==> config.mk <==
export PLATFORM = sky130hd
export DESIGN_NAME = dadda_mul8_seq
export DESIGN_NICKNAME = d
export VERILOG_FILES = /design/src/rtl/dadda_pkg.sv /design/src/rtl/dadda_multiplier.sv /design/src/rtl/dadda_mul8_seq.sv
export SDC_FILE = /design/constraint.sdc
export NUM_CORES = 1
export LEC_CHECK = 0
export BUFFER_PORTS_ARGS = -buffer_cell sky130_fd_sc_hd__buf_2
export CAP_MARGIN = 20
export CORE_MARGIN = 8
export CORE_UTILIZATION = 50
export DETAILED_ROUTE_END_ITERATION = 16
export PLACE_DENSITY = 0.76
export REMOVE_ABC_BUFFERS = 1
export SYNTH_ARGS = -nofsm -noshare
export SYNTH_HDL_FRONTEND = slang
export SYNTH_SLANG_ARGS = --single-unit
==> constraint.sdc <==
create_clock -name clock -period 11.7 [get_ports clock]
set_clock_uncertainty 0.05 [all_clocks]
set_input_delay 2.925 -clock clock [delete_from_list [all_inputs] [get_ports clock]]
set_output_delay 2.925 -clock clock [all_outputs]
set_load 0.02 [all_outputs]
==> src/rtl/dadda_pkg.sv <==
// rtl/dadda_pkg.sv - shared types and constants for the sequential Dadda multiplier
//
// Contents:
//   OPW, NIBW, PRODW   operand, nibble and product widths
//   state_t, ST_*      controller state encoding (IDLE, MUL, DONE)
//   step_t             2-bit nibble-pair step index
//   SHIFT_S0..S3       left shift applied to each step's partial product
//   step_shift()       maps a step index to its shift amount

package dadda_pkg;

   localparam int OPW   = 8;
   localparam int NIBW  = 4;
   localparam int PRODW = 16;

   typedef logic [1:0] state_t;

   localparam state_t ST_IDLE = 2'd0;
   localparam state_t ST_MUL  = 2'd1;
   localparam state_t ST_DONE = 2'd2;

   typedef logic [1:0] step_t;

   localparam logic [3:0] SHIFT_S0 = 4'd0;
   localparam logic [3:0] SHIFT_S1 = 4'd4;
   localparam logic [3:0] SHIFT_S2 = 4'd4;
   localparam logic [3:0] SHIFT_S3 = 4'd8;

   function automatic logic [3:0] step_shift(input step_t s);
      case (s)
         2'd0:    step_shift = SHIFT_S0;
         2'd1:    step_shift = SHIFT_S1;
         2'd2:    step_shift = SHIFT_S2;
         default: step_shift = SHIFT_S3;
      endcase
   endfunction

endpackage

==> src/rtl/dadda_multiplier.sv <==
// rtl/dadda_multiplier.sv - combinational 4x4 unsigned Dadda-tree multiplier
//
// Ports:
//   A        in   4  multiplicand nibble
//   B        in   4  multiplier nibble
//   product  out  8  A * B

module dadda_multiplier
   import dadda_pkg::*;
(
   input  logic [NIBW-1:0]   A,
   input  logic [NIBW-1:0]   B,
   output logic [2*NIBW-1:0] product
);

   logic p00, p01, p02, p03;
   logic p10, p11, p12, p13;
   logic p20, p21, p22, p23;
   logic p30, p31, p32, p33;

   // Partial product pij = A[i] & B[j], weight i + j.
   assign p00 = A[0] & B[0];
   assign p01 = A[0] & B[1];
   assign p02 = A[0] & B[2];
   assign p03 = A[0] & B[3];
   assign p10 = A[1] & B[0];
   assign p11 = A[1] & B[1];
   assign p12 = A[1] & B[2];
   assign p13 = A[1] & B[3];
   assign p20 = A[2] & B[0];
   assign p21 = A[2] & B[1];
   assign p22 = A[2] & B[2];
   assign p23 = A[2] & B[3];
   assign p30 = A[3] & B[0];
   assign p31 = A[3] & B[1];
   assign p32 = A[3] & B[2];
   assign p33 = A[3] & B[3];

   // Stage 1: column heights 1,2,3,4,3,2,1 reduced to at most 3.
   logic s1_3, c1_4, s1_4, c1_5;
   assign {c1_4, s1_3} = {1'b0, p03} + {1'b0, p12};
   assign {c1_5, s1_4} = {1'b0, p13} + {1'b0, p22};

   // Stage 2: reduce every column to at most 2 bits.
   logic s2_2, c2_3, s2_3, c2_4, s2_4, c2_5, s2_5, c2_6;
   assign {c2_3, s2_2} = {1'b0, p02} + {1'b0, p11};
   assign {c2_4, s2_3} = {1'b0, s1_3} + {1'b0, p21} + {1'b0, p30};
   assign {c2_5, s2_4} = {1'b0, s1_4} + {1'b0, p31} + {1'b0, c1_4};
   assign {c2_6, s2_5} = {1'b0, p23} + {1'b0, p32} + {1'b0, c1_5};

   // Final two rows into a carry-propagate adder.
   logic [6:0] row0, row1;
   assign row0 = {p33, s2_5, s2_4, s2_3, s2_2, p01, p00};
   assign row1 = {c2_6, c2_5, c2_4, c2_3, p20, p10, 1'b0};

   assign product = {1'b0, row0} + {1'b0, row1};

endmodule

==> src/rtl/dadda_mul8_seq.sv <==
// rtl/dadda_mul8_seq.sv - 8x8 unsigned multiplier built from one shared 4x4 Dadda tree over four cycles
//
// Ports:
//   clock        in   1   rising-edge clock
//   rst_n        in   1   asynchronous active-low reset
//   in_valid     in   1   operand pair valid
//   in_ready     out  1   high in IDLE, operands accepted on in_valid && in_ready
//   in_a         in   8   multiplicand
//   in_b         in   8   multiplier
//   out_valid    out  1   out_product holds a finished result (DONE)
//   out_ready    in   1   consumer accepts the result
//   out_product  out  16  accumulator; partial sums visible during MUL
//   busy         out  1   high whenever not IDLE

module dadda_mul8_seq
   import dadda_pkg::*;
(
   input  logic             clock,
   input  logic             rst_n,
   input  logic             in_valid,
   output logic             in_ready,
   input  logic [OPW-1:0]   in_a,
   input  logic [OPW-1:0]   in_b,
   output logic             out_valid,
   input  logic             out_ready,
   output logic [PRODW-1:0] out_product,
   output logic             busy
);

   state_t           state;
   step_t            step;
   logic [OPW-1:0]   a_lat;
   logic [OPW-1:0]   b_lat;
   logic [PRODW-1:0] acc;

   logic [NIBW-1:0]   nib_a;
   logic [NIBW-1:0]   nib_b;
   logic [2*NIBW-1:0] pp;
   logic [PRODW-1:0]  pp_shifted;

   // step[1] selects the high nibble of A, step[0] the high nibble of B:
   // 0 -> lo*lo, 1 -> lo*hi, 2 -> hi*lo, 3 -> hi*hi.
   assign nib_a = step[1] ? a_lat[OPW-1:NIBW] : a_lat[NIBW-1:0];
   assign nib_b = step[0] ? b_lat[OPW-1:NIBW] : b_lat[NIBW-1:0];

   dadda_multiplier u_mul (
      .A       (nib_a),
      .B       (nib_b),
      .product (pp)
   );

   assign pp_shifted = {{(PRODW-2*NIBW){1'b0}}, pp} << step_shift(step);

   always_ff @(posedge clock or negedge rst_n) begin
      if (!rst_n) begin
         state <= ST_IDLE;
         step  <= 2'd0;
         a_lat <= '0;
         b_lat <= '0;
         acc   <= '0;
      end else begin
         case (state)
            ST_IDLE: begin
               if (in_valid) begin
                  a_lat <= in_a;
                  b_lat <= in_b;
                  acc   <= '0;
                  step  <= 2'd0;
                  state <= ST_MUL;
               end
            end
            ST_MUL: begin
               // 255*255 fits in 16 bits, so the sum never wraps.
               acc  <= acc + pp_shifted;
               step <= step + 2'd1;
               if (step == 2'd3) begin
                  state <= ST_DONE;
               end
            end
            ST_DONE: begin
               if (out_ready) begin
                  state <= ST_IDLE;
               end
            end
            default: begin
               state <= ST_IDLE;
            end
         endcase
      end
   end

   assign in_ready    = (state == ST_IDLE);
   assign busy        = (state != ST_IDLE);
   assign out_valid   = (state == ST_DONE);
   assign out_product = acc;

endmodule

* After elaboration in Yosys (flattened, before gate mapping)
Cells that the tools add are included.
** Cells by class
- Equal/unequal tests :: 8
- Shifts and indexed selects :: 1
- Add/subtract/negate cells :: 12
- Bitwise gates (word level) :: 16
- Muxes and demuxes :: 11
- Reductions and logical operators :: 8
** Operators by type and width (number)
- $pmux 16 s2 :: 1
- $add 16x16->16 :: 1
- $and 1x1->1 :: 16
- $mux 16 :: 1
- $shl 8x4->16 :: 1
- $add 1x1->2 :: 6
- $add 7x7->8 :: 1
- $mux 2 :: 4
- $mux 4 :: 2
- $pmux 4 s2 :: 1
- $add 2x1->2 :: 3
- $eq 2x2->1 const B :: 3
- $pmux 2 s3 :: 1
- $eq 2x1->1 const B :: 2
- $logic_not 2->1 :: 2
- $ne 2x2->1 const B :: 2
- $pmux 2 s2 :: 1
- $reduce_and 2->1 :: 2
- $reduce_bool 2->1 :: 2
- $reduce_and 3->1 :: 1
- $add 2x1->2 const B :: 1
- $ne 2x1->1 const B :: 1
- $reduce_or 2->1 :: 1
** Storage, ports and cells
- Logic and storage cells :: 61
- Register bits after elaboration :: 36
- Input bits :: 20
- Output and inout port bits :: 19

* Depth between registers and ports, before layout
Gate-level depths: netlist (run 1).
- Depth in word-level cells :: 9
- Gate-level depth with buffers :: 23
- Mapped depth without buffers :: 22

* Cells and area by module
From an unflattened synthesis (run 1), not the netlist that was laid out.
** Second synthesis, totals
- Cells, all modules :: 302
- Area total of the unflattened synthesis :: 2860.2 sq um
** Modules (own cells, without submodules)
- dadda_mul8_seq :: sequential area each 900.9 sq um, area each 2398.6 sq um, cells an instance 244, instances 1
- dadda_multiplier :: sequential area each 0.0 sq um, area each 461.7 sq um, cells an instance 58, instances 1

* Worst setup path after synthesis (run 1)
No wires, ideal clock.
- Path type :: reg2reg
- From :: register step[0]
- To :: register acc[14] (netlist: out_product[14])
- Cell stages (with the launch flop) :: 23
- Buffers on the path :: 1
- Period minus slack after synthesis :: 4.902 ns
- Data arrival time :: 4.714 ns
- Data required time :: 11.512 ns
- Path slack :: 6.798 ns
- Setup time :: 0.138 ns
- Path through :: dfrtp_1 > clkbuf_1 > mux2i_1 > nor2_1 > ha_1 > inv_1 > fa_1 > inv_1 > ha_1 > nor2b_1 > o21a_1 > o21a_1 > o21ai_0 > nand2b_1 > o21ai_0 > nor2_1 > ha_1 > a211o_1 > nor4_2 > a211oi_1 > or4_1 > a221oi_1 > o22ai_1
** On the way
- Longest elaborated chain between the ends :: 9
- Elaborated cells on any way between the ends :: 35
- Classes of those cells :: 11 x add/sub; 2 x eq/ne; 1 x shift; 3 x mux; 16 x bitwise; 2 x reduce/logical
** Ends and longest elaborated chain
- from (decl) :: RTL line dadda_mul8_seq.sv:31 : step_t step;
- from (signal assigned) :: RTL line dadda_mul8_seq.sv:75 : step <= step + 2'd1;
- $mux 4 :: RTL line dadda_mul8_seq.sv:44 : assign nib_b = step[0] ? b_lat[OPW-1:NIBW] : b_lat[NIBW-1:0];
- $and 1x1->1, on equally long branches
- $add 1x1->2, on equally long branches :: RTL line dadda_multiplier.sv:41, dadda_multiplier.sv:42
- $add 1x1->2, on equally long branches :: RTL line dadda_multiplier.sv:47, dadda_multiplier.sv:48
- $add 2x1->2, on equally long branches :: RTL line dadda_multiplier.sv:47, dadda_multiplier.sv:48
- $add 7x7->8 :: RTL line dadda_multiplier.sv:56 : assign product = {1'b0, row0} + {1'b0, row1};
- $shl 8x4->16 * :: RTL line dadda_mul8_seq.sv:52 : assign pp_shifted = {{(PRODW-2*NIBW){1'b0}}, pp} << step_shift(step);
- $add 16x16->16 * :: RTL line dadda_mul8_seq.sv:74 : acc <= acc + pp_shifted;
- $pmux 16 s2 * :: RTL line dadda_mul8_seq.sv:62 : case (state)
- to (signal assigned) :: RTL line dadda_mul8_seq.sv:74
- to (decl) :: RTL line dadda_mul8_seq.sv:34 : logic [PRODW-1:0] acc;
Every way passes the cells marked *; elsewhere a longest branch is shown, timed or not.
A chain may end at the register's enable or synchronous reset.

* Worst setup path after layout (run 1)
- From :: register step[1]
- To :: register acc[14] (netlist: out_product[14])
** On the way
- Longest elaborated chain between the ends :: 9
- Elaborated cells on any way between the ends :: 35
- Classes of those cells :: 11 x add/sub; 2 x eq/ne; 1 x shift; 3 x mux; 16 x bitwise; 2 x reduce/logical
** Ends and longest elaborated chain
- $mux 4 :: RTL line dadda_mul8_seq.sv:43 : assign nib_a = step[1] ? a_lat[OPW-1:NIBW] : a_lat[NIBW-1:0];
- $and 1x1->1, on equally long branches
- $add 1x1->2, on equally long branches :: RTL line dadda_multiplier.sv:41, dadda_multiplier.sv:42
- $add 1x1->2, on equally long branches :: RTL line dadda_multiplier.sv:47, dadda_multiplier.sv:48
- $add 2x1->2, on equally long branches :: RTL line dadda_multiplier.sv:47, dadda_multiplier.sv:48
- $add 7x7->8 :: RTL line dadda_multiplier.sv:56
- $shl 8x4->16 * :: RTL line dadda_mul8_seq.sv:52
- $add 16x16->16 * :: RTL line dadda_mul8_seq.sv:74
- $pmux 16 s2 * :: RTL line dadda_mul8_seq.sv:62
Marks and branches as above.

==> results_dict.tcl, run 1 <==
set metrics [dict create \
    hold_violations 0 \
    max-slew-margin-rel_pct 29.8 \
    worst_slew_pin_slew_ns 1.05 \
    grt_pass1_vias 2239 \
    synth-simple-area-share_pct 14.5 \
    grt_pass1_wl_mm 10.5 \
    crit_path_end_kind "register" \
    status "completed" \
    syn_inst 291 \
    drc 0 \
    wl_mm 6.07 \
    synth_warnings 0 \
    setup_viol 0 \
    yosys.area.top_type_share_pct 33.1 \
    track_usage_pct 15.4 \
    hp-start "a_lat[6]$_DFFE_PN0P_" \
    rrSetupSlack_ns 6.42 \
    antenna_found_initial 0 \
    rows 27 \
    num-fill-cells 465 \
    io_buffer_count 38 \
    chipHeight_um 89.8 \
    crit_fanout 7 \
    grt_max_degree 37 \
    cp-startpoint "step[1]$_DFFE_PN0P_" \
    cts_buffers 5 \
    post-cts-setup-buffer-count 0 \
    holdBufCountCts 0 \
    synth_top_family_by_area "compound AO/OA/AOI/OAI gates" \
    vias 2222 \
    synth_cell_types 41 \
    synth.area.top_cells "dfrtp_1, ha_1, mux2_2" \
    core_um2 5370 \
    synth-edff-count 0 \
    maxCapViolCount 0 \
    drive_above_1_share_pct 21.8 \
    ys_seq_elements 36 \
    synthMuxAreaShare_pct 11.1 \
    critPathLaunchType "register" \
    max_freq_mhz 189 \
    ant_nets 0 \
    cts_buffer_depth 2 \
    die_area_um2 8070 \
    place.gp.congestion 0.880 \
    die-width_um 89.8 \
    avgViaCountPerCell 5.58 \
    h-tree-depth 2 \
    r2r-start "step[1]$_DFFE_PN0P_" \
    netlist_top_cells_count "dfrtp_1, ha_1, nand2_1" \
    fin_setup_tns_ns 0 \
    async_reset_ff_share_pct 100 \
    post_drt_wl_per_cell_um 15.2 \
    synth-xor-area-share_pct 4.18 \
    yosysMostFrequentCell "dfrtp_1" \
    synthAdderAreaFrac_pct 15.6 \
    period_share_pct 45.2 \
    io_pins 39 \
    worstPathRequired_ns 11.78 \
    dr.pass1.iters 4 \
    ctsResizeCount 0 \
    clk_pin_slew_ns 0.07 \
    cts_root_buf "clkbuf_8" \
    drv_slew 0 \
    synth_compound_area_share_pct 17.4 \
    cts_tree "built" \
    syn-cell-area_um2 2720 \
    synth_flop_cell "dfrtp_1" \
    hold_path_class "reg2reg" \
    initial_utilization_pct 50.7 \
    insertion_delay_ns 0.29 \
    area_growth_syn_to_layout_pct 12.9 \
    syn_area_per_cell_um2 9.36 \
    final_nets 376 \
    path_class "reg2reg" \
    post-dp-hpwl_mm 4.60 \
    first_iter_violations 152 \
    period_needed_ns 5.28 \
    grt.overflow.total 0 \
    cts_sinks 36 \
    arrival_ns 5.36 \
    synth_largest_area_cell "dfrtp_1" \
    synth_seq_area_share_pct 33.1 \
    rsz0062_at_grt "no" \
    n_antenna_cell 0 \
]
[critical path, stage by stage (launching register included)]
cell,delay (ns)
dfrtp_1,0.52
mux2i_1,0.43
nor2_1,0.08
ha_1,0.28
inv_1,0.05
fa_1,0.52
inv_1,0.04
ha_1,0.30
a21oi_1,0.24
o21bai_1,0.12
a21oi_1,0.20
xor2_1,0.21
mux2i_1,0.13
nor2b_1,0.16
ha_1,0.24
a211o_1,0.34
nor4_2,0.22
a211oi_1,0.12
or4_1,0.42
a221oi_1,0.31
o22ai_1,0.12
[cell families after synthesis]
kind of cell	after synthesis
AO/OA/AOI/OAI	71
XOR/XNOR	13
adder cells (fa/ha/maj)	31
buffers and inverters	30
flip-flops	36
multiplexers	28
AND/OR/NAND/NOR	82
[layout make-up]
type	instances	area (µm²)	share of cell area, %
Clock inverter	2	35.0	1.14
Inverter	18	67.6	2.20
Timing Repair Buffer	39	198	6.43
Tap cell	72	90.1	2.93
Clock buffer	6	72.6	2.36
Multi-Input combinational cell	225	1710	55.6
Sequential cell	36	901	29.3
[path summary, 6_finish.rpt]
path | cells past startpoint | endpoint
setup / recovery | 20 | out_product[14]$_DFFE_PN0P_
hold / removal | 1 | a_lat[6]$_DFFE_PN0P_
setup reg to reg | 20 | out_product[14]$_DFFE_PN0P_
hold reg to reg | 1 | a_lat[6]$_DFFE_PN0P_
max in group asynchronous | 1 | a_lat[3]$_DFFE_PN0P_
min in group asynchronous | 1 | out_product[8]$_DFFE_PN0P_
[state kept, by name, indices dropped and copies added, names as in the netlist]
name	flops
b_lat	8
a_lat	8
state	2
out_product	16
step	2
[cells in the final DEF (no fill, tap or decap), types with 5 or more instances in the layout]
cell      instances
buf_2            38
dfrtp_1          36
nand2_1          26
ha_1             26
nor2_1           22
mux2_2           18
inv_1            18
o21ai_0          18
o22ai_1          12
mux2i_1          10
nand2b_1          8
xor2_1            7
nor2b_1           7
a21o_1            7
a21oi_1           7
nor3_1            6
xnor2_1           6
fa_1              5
clkbuf_8          5
[routing by layer]
metal  vias up  part of all wire [%]  track usage [%]
met5         -                     0                0
met4         0                   1.3             4.51
met3         7                   4.9             3.74
met2        47                    47             24.7
met1      1062                    47             20.1
li1       1106                     -                -
[metrics by stage]
step	setup slack, ns	hold WS (ns)	cell area, µm²	std cells	utilization, %
floorplan	6.89	0.425	2680	279	-
detailed placement	6.52	0.453	2970	390	55.2
finish	6.42	0.465	3070	398	57.2
global placement	6.69	0.441	2970	390	55.2
global route	6.00	0.490	3070	398	57.2
CTS	6.46	0.467	3070	398	57.2
Power of run 1 is left out: the tool's default activity adds up to more than one toggle a clock period on the data nets, which glitch-free logic cannot reach.
==> inputs of run 2 (changes only) <==
- PLACE_DENSITY: 0.76 -> 0.79
- clock period: 11.7 -> 4.63 ns (I/O delays scaled with it)
==> results_dict.tcl, run 2 (synthesized netlist as in run 1, its figures left out) <==
set metrics [dict create \
    cts_buffers 5 \
    h-tree-depth 2 \
    drc 0 \
    crit_chain "mux2i_2 -> buf_4 -> nor2_2 -> ha_1 -> inv_2 -> fa_1 -> inv_2 -> ha_4 -> o21a_1 -> o21a_1 -> o21ai_1 -> nand2b_1 -> o21ai_1 -> nor2_1 -> ha_2 -> a211o_1 -> nor4_2 -> a211oi_2 -> buf_4 -> o21a_1 -> or3_1 -> a32o_1" \
    insertion_delay_ns 0.29 \
    grt_pass1_wl_mm 11.3 \
    hold_violations 0 \
    first_iter_violations 159 \
    critPathMaxStageDelay_ns 0.56 \
    core_um2 5370 \
    io_buffer_count 38 \
    n_antenna_cell 0 \
    antenna_found_initial 0 \
    track_usage_pct 16.5 \
    ant_nets 0 \
    holdBufCountCts 0 \
    grt.overflow.total 0 \
    cts_root_buf "clkbuf_8" \
    vias 2485 \
    max-slew-margin-rel_pct 31.1 \
    worst_slew_pin_slew_ns 1.03 \
    wl_mm 7.47 \
    setup_viol 4 \
    die_area_um2 8070 \
    clk_pin_slew_ns 0.07 \
    layout_setup_ws_ns -0.310 \
    chipHeight_um 89.8 \
    grt_pass1_vias 2502 \
    maxCapViolCount 0 \
    worstPathRequired_ns 4.76 \
    crit_fanout 5 \
    max_freq_mhz 202 \
    period_share_pct 107 \
    arrival_ns 5.07 \
    avgViaCountPerCell 5.63 \
    die-width_um 89.8 \
    layout_common_cells "buf_4, buf_2, dfrtp_1" \
    dr.pass1.iters 4 \
    critPathLaunchType "register" \
    violations "setup timing" \
    area_growth_syn_to_layout_pct 30.9 \
    post-dp-hpwl_mm 4.88 \
    path_class "reg2reg" \
    largest_reg_flops 16 \
    rsz0062_at_grt "yes" \
    grt_max_degree 37 \
    cts_buffer_depth 2 \
    critPathMostFrequentCell "o21a_1" \
    crit_family "compound AO/OA/AOI/OAI gates" \
    period_needed_ns 4.94 \
    final_common_cell "buf_4" \
    final_core_util_pct 66.4 \
    initial_utilization_pct 50.7 \
    status "finished, violations left" \
    drv_slew 0 \
    io_pins 39 \
    drive_above_1_share_pct 40.1 \
    crit_path_end_kind "register" \
    rows 27 \
    cp.buffers_inverters 4 \
    num-fill-cells 380 \
    cts_tree "built" \
    final_nets 419 \
    hold_path_class "reg2reg" \
    post_drt_wl_per_cell_um 16.9 \
    slowest_stage "fa_1" \
    place.gp.congestion 0.917 \
    cts_sinks 36 \
]
-- run 2: per-layer routing --
metal  GRT usage [%]  wire length, µm
met4            8.04              263
met1            20.2             3240
met2            27.2             3570
met5               0                0
met3            3.24              397
-- run 2: final timing paths --
path,slack [ns],startpoint,to,depth (start not counted)
hold reg to reg,0.46,a_lat[3]$_DFFE_PN0P_,a_lat[3]$_DFFE_PN0P_,1
min in group asynchronous,0.89,rst_n,out_product[4]$_DFFE_PN0P_,1
setup reg to reg,-0.31,step[1]$_DFFE_PN0P_,out_product[12]$_DFFE_PN0P_,22
max in group asynchronous,3.05,rst_n,step[1]$_DFFE_PN0P_,1
setup / recovery,-0.31,step[1]$_DFFE_PN0P_,out_product[12]$_DFFE_PN0P_,22
hold / removal,0.46,a_lat[3]$_DFFE_PN0P_,a_lat[3]$_DFFE_PN0P_,1
-- run 2: area by class of cell --
cell class	count	area, µm²	share of cell area, %
Clock buffer	6	72.6	2.04
Clock inverter	2	35.0	0.982
Inverter	18	67.6	1.89
Multi-Input combinational cell	225	1870	52.3
Sequential cell	36	903	25.3
Tap cell	72	90.1	2.53
Timing Repair Buffer	82	532	14.9
-- run 2: repair_timing --
item,4_1_cts,5_1_grt
setup buffers,8,6
pin swaps,14,14
gates resized for setup,17,30
setup endpoints to repair,6,7
-- run 2: worst register-to-register path, stage by stage, from the launching register on --
cell      delay (ns)
dfrtp_2         0.47
mux2i_2         0.28
buf_4           0.16
nor2_2          0.03
ha_1            0.28
inv_2           0.04
fa_1            0.56
inv_2           0.06
ha_4            0.24
o21a_1          0.11
o21a_1          0.19
o21ai_1         0.13
nand2b_1        0.09
o21ai_1         0.13
nor2_1          0.06
ha_2            0.31
a211o_1         0.37
nor4_2          0.27
a211oi_2        0.08
buf_4           0.15
o21a_1          0.19
or3_1           0.31
a32o_1          0.25
-- run 2: stage by stage --
stage	setup WS, ns	TNS, ns	hold WS [ns]	instances	instance area [µm²]
6_report	-0.310	-0.855	0.462	441	3570
5_1_grt	-0.500	-2.31	0.474	441	3570
4_1_cts	-0.0518	-0.0693	0.461	435	3410
3_5_place_dp	-0.319	-1.10	0.444	419	3180
3_3_place_gp	-0.152	-0.377	0.439	419	3180
2_1_floorplan	-0.179	-0.230	0.425	279	2680
Power of run 2 is left out for the same reason.
==> inputs of run 3 (changes only) <==
--- a/config.mk
+++ b/config.mk
@@ -10,5 +10,5 @@
 export CORE_MARGIN = 8
-export CORE_UTILIZATION = 50
+export CORE_UTILIZATION = 52
 export DETAILED_ROUTE_END_ITERATION = 16
-export PLACE_DENSITY = 0.79
+export PLACE_DENSITY = 0.81
 export REMOVE_ABC_BUFFERS = 1
==> constraint.sdc (replaced) <==
create_clock -name clock -period 4.63 [get_ports clock]
set_clock_uncertainty 0.05 [all_clocks]
set_input_delay 0.2315 -clock clock [delete_from_list [all_inputs] [get_ports clock]]
set_output_delay 0.2315 -clock clock [all_outputs]
set_load 0.02 [all_outputs]
==> results_dict.tcl, run 3 (synthesized netlist as in run 1, its figures left out) <==
set metrics [dict create \
    grt_max_degree 37 \
    h-tree-depth 2 \
    wl_mm 8.19 \
    cts_buffer_depth 2 \
    drv_slew 0 \
    vias 2621 \
    place.gp.congestion 0.944 \
    clk_pin_slew_ns 0.08 \
    crit_path_end_kind "register" \
    antenna_found_initial 0 \
    insertion_delay_ns 0.31 \
    multiInputGateArea_um2 1930 \
    avgViaCountPerCell 5.92 \
    layout_setup_ws_ns -0.248 \
    min_to "b_lat[2]$_DFFE_PN0P_" \
    io_buffer_count 38 \
    critPathMaxStageDelay_ns 0.55 \
    final_nets 423 \
    die-width_um 88.4 \
    slowest_stage "fa_1" \
    hold_violations 0 \
    final_common_cell "buf_4" \
    rsz0062_at_grt "yes" \
    cts_root_buf "clkbuf_8" \
    ant_nets 0 \
    area_growth_syn_to_layout_pct 34.9 \
    path_class "reg2reg" \
    max_freq_mhz 205 \
    track_usage_pct 18.4 \
    rrSetupSlack_ns -0.25 \
    grt.overflow.total 0 \
    status "finished, violations left" \
    crit_fanout 5 \
    chipHeight_um 88.4 \
    drc 0 \
    cp.buffers_inverters 2 \
    register_area_um2 903 \
    largest_reg_flops 16 \
    num-fill-cells 344 \
    n_antenna_cell 0 \
    grt_pass1_wl_mm 11.3 \
    cts_tree "built" \
    maxCapViolCount 0 \
    max-slew-margin-rel_pct 30.2 \
    cts_sinks 36 \
    crit_family "compound AO/OA/AOI/OAI gates" \
    dr.pass1.iters 4 \
    period_share_pct 105 \
    hold_depth 2 \
    io_pins 39 \
    post_drt_wl_per_cell_um 18.5 \
    drive_above_1_share_pct 42.6 \
    fin_setup_tns_ns -0.831 \
    violations "setup timing" \
    post-dp-hpwl_mm 4.75 \
    critPathLaunchType "register" \
    initial_utilization_pct 53.7 \
    reg2regPathDepth 21 \
    die_area_um2 7810 \
    r2r-end "out_product[14]$_DFFE_PN0P_" \
    grt_pass1_vias 2462 \
    dp_slack_ns -0.265 \
    worst_slew_pin_slew_ns 1.05 \
    core_um2 5070 \
    first_iter_violations 162 \
    hold_path_class "in2reg" \
    period_needed_ns 4.88 \
    setup_viol 5 \
    cts_buffers 5 \
    worstPathRequired_ns 4.72 \
    arrival_ns 4.97 \
    layout_common_cells "buf_4, buf_2, dfrtp_1" \
    r2r-start "step[1]$_DFFE_PN0P_" \
    crit_chain "mux2i_2 -> nor2_1 -> ha_1 -> inv_2 -> fa_1 -> inv_2 -> ha_4 -> nor2b_4 -> o21a_1 -> o21a_1 -> o21ai_1 -> nand2b_1 -> o21ai_2 -> nor2_1 -> ha_2 -> a211o_1 -> nor4_2 -> a211oi_2 -> or4_1 -> a221oi_2 -> o22ai_1" \
    hp-start "in_b[2]" \
    rows 26 \
]
-- run 3: worst max path at each step --
stage | start | end | slack, ns | depth (start not counted)
finish | step[1]$_DFFE_PN0P_ | out_product[14]$_DFFE_PN0P_ | -0.25 | 21
floorplan | step[0]$_DFFE_PN0P_ | out_product[14]$_DFFE_PN0P_ | -0.18 | 21
global route | step[0]$_DFFE_PN0P_ | out_product[14]$_DFFE_PN0P_ | -0.42 | 21
CTS | step[1]$_DFFE_PN0P_ | out_product[14]$_DFFE_PN0P_ | -0.16 | 21
detailed placement | step[1]$_DFFE_PN0P_ | out_product[14]$_DFFE_PN0P_ | -0.27 | 21
global placement | step[0]$_DFFE_PN0P_ | out_product[14]$_DFFE_PN0P_ | -0.11 | 21
-- run 3: area by class of cell --
cell class / count / share of cell area, %
inverters: 18 / 1.84
well taps: 70 / 2.38
repair buffers: 86 / 15.7
flip-flops and latches: 36 / 24.6
multi-input cells: 225 / 52.5
clock inverters: 3 / 1.16
clock buffers: 5 / 1.87
-- run 3: worst reg2reg max path, cell delays in order, from the launching register on --
cell,delay [ns]
dfrtp_2,0.45
mux2i_2,0.27
nor2_1,0.07
ha_1,0.29
inv_2,0.04
fa_1,0.55
inv_2,0.06
ha_4,0.23
nor2b_4,0.13
o21a_1,0.20
o21a_1,0.19
o21ai_1,0.14
nand2b_1,0.11
o21ai_2,0.13
nor2_1,0.07
ha_2,0.29
a211o_1,0.33
nor4_2,0.17
a211oi_2,0.07
or4_1,0.49
a221oi_2,0.27
o22ai_1,0.11
-- run 3: routing by layer --
metal | vias to the layer above | GRT usage, % | wire (µm)
met5 | - | 0 | 0
met4 | 0 | 8.91 | 314
met3 | 37 | 4.27 | 537
met2 | 117 | 30.3 | 4070
met1 | 1269 | 22.1 | 3270
li1 | 1198 | - | -
-- run 3: stage by stage --
step | util [%] | hold WS (ns) | cells | area, µm²
final | 72.4 | 0.0922 | 443 | 3670
after global routing | 72.4 | 0.0939 | 443 | 3670
after detailed placement | 62.7 | 0.322 | 417 | 3180
after CTS | 68.1 | 0.108 | 435 | 3460
after floorplan | - | -0.114 | 279 | 2680
after global placement | 62.7 | 0.309 | 417 | 3180
-- run 3: timing repair --
action                                  CTS  global route
endpoints found under the setup margin    6             9
setup buffers                             9             8
endpoints found under the hold margin     7             0
pin swaps                                15            12
gates resized for setup                  21            41
hold buffers                              1             0
Power of run 3 is left out for the same reason.
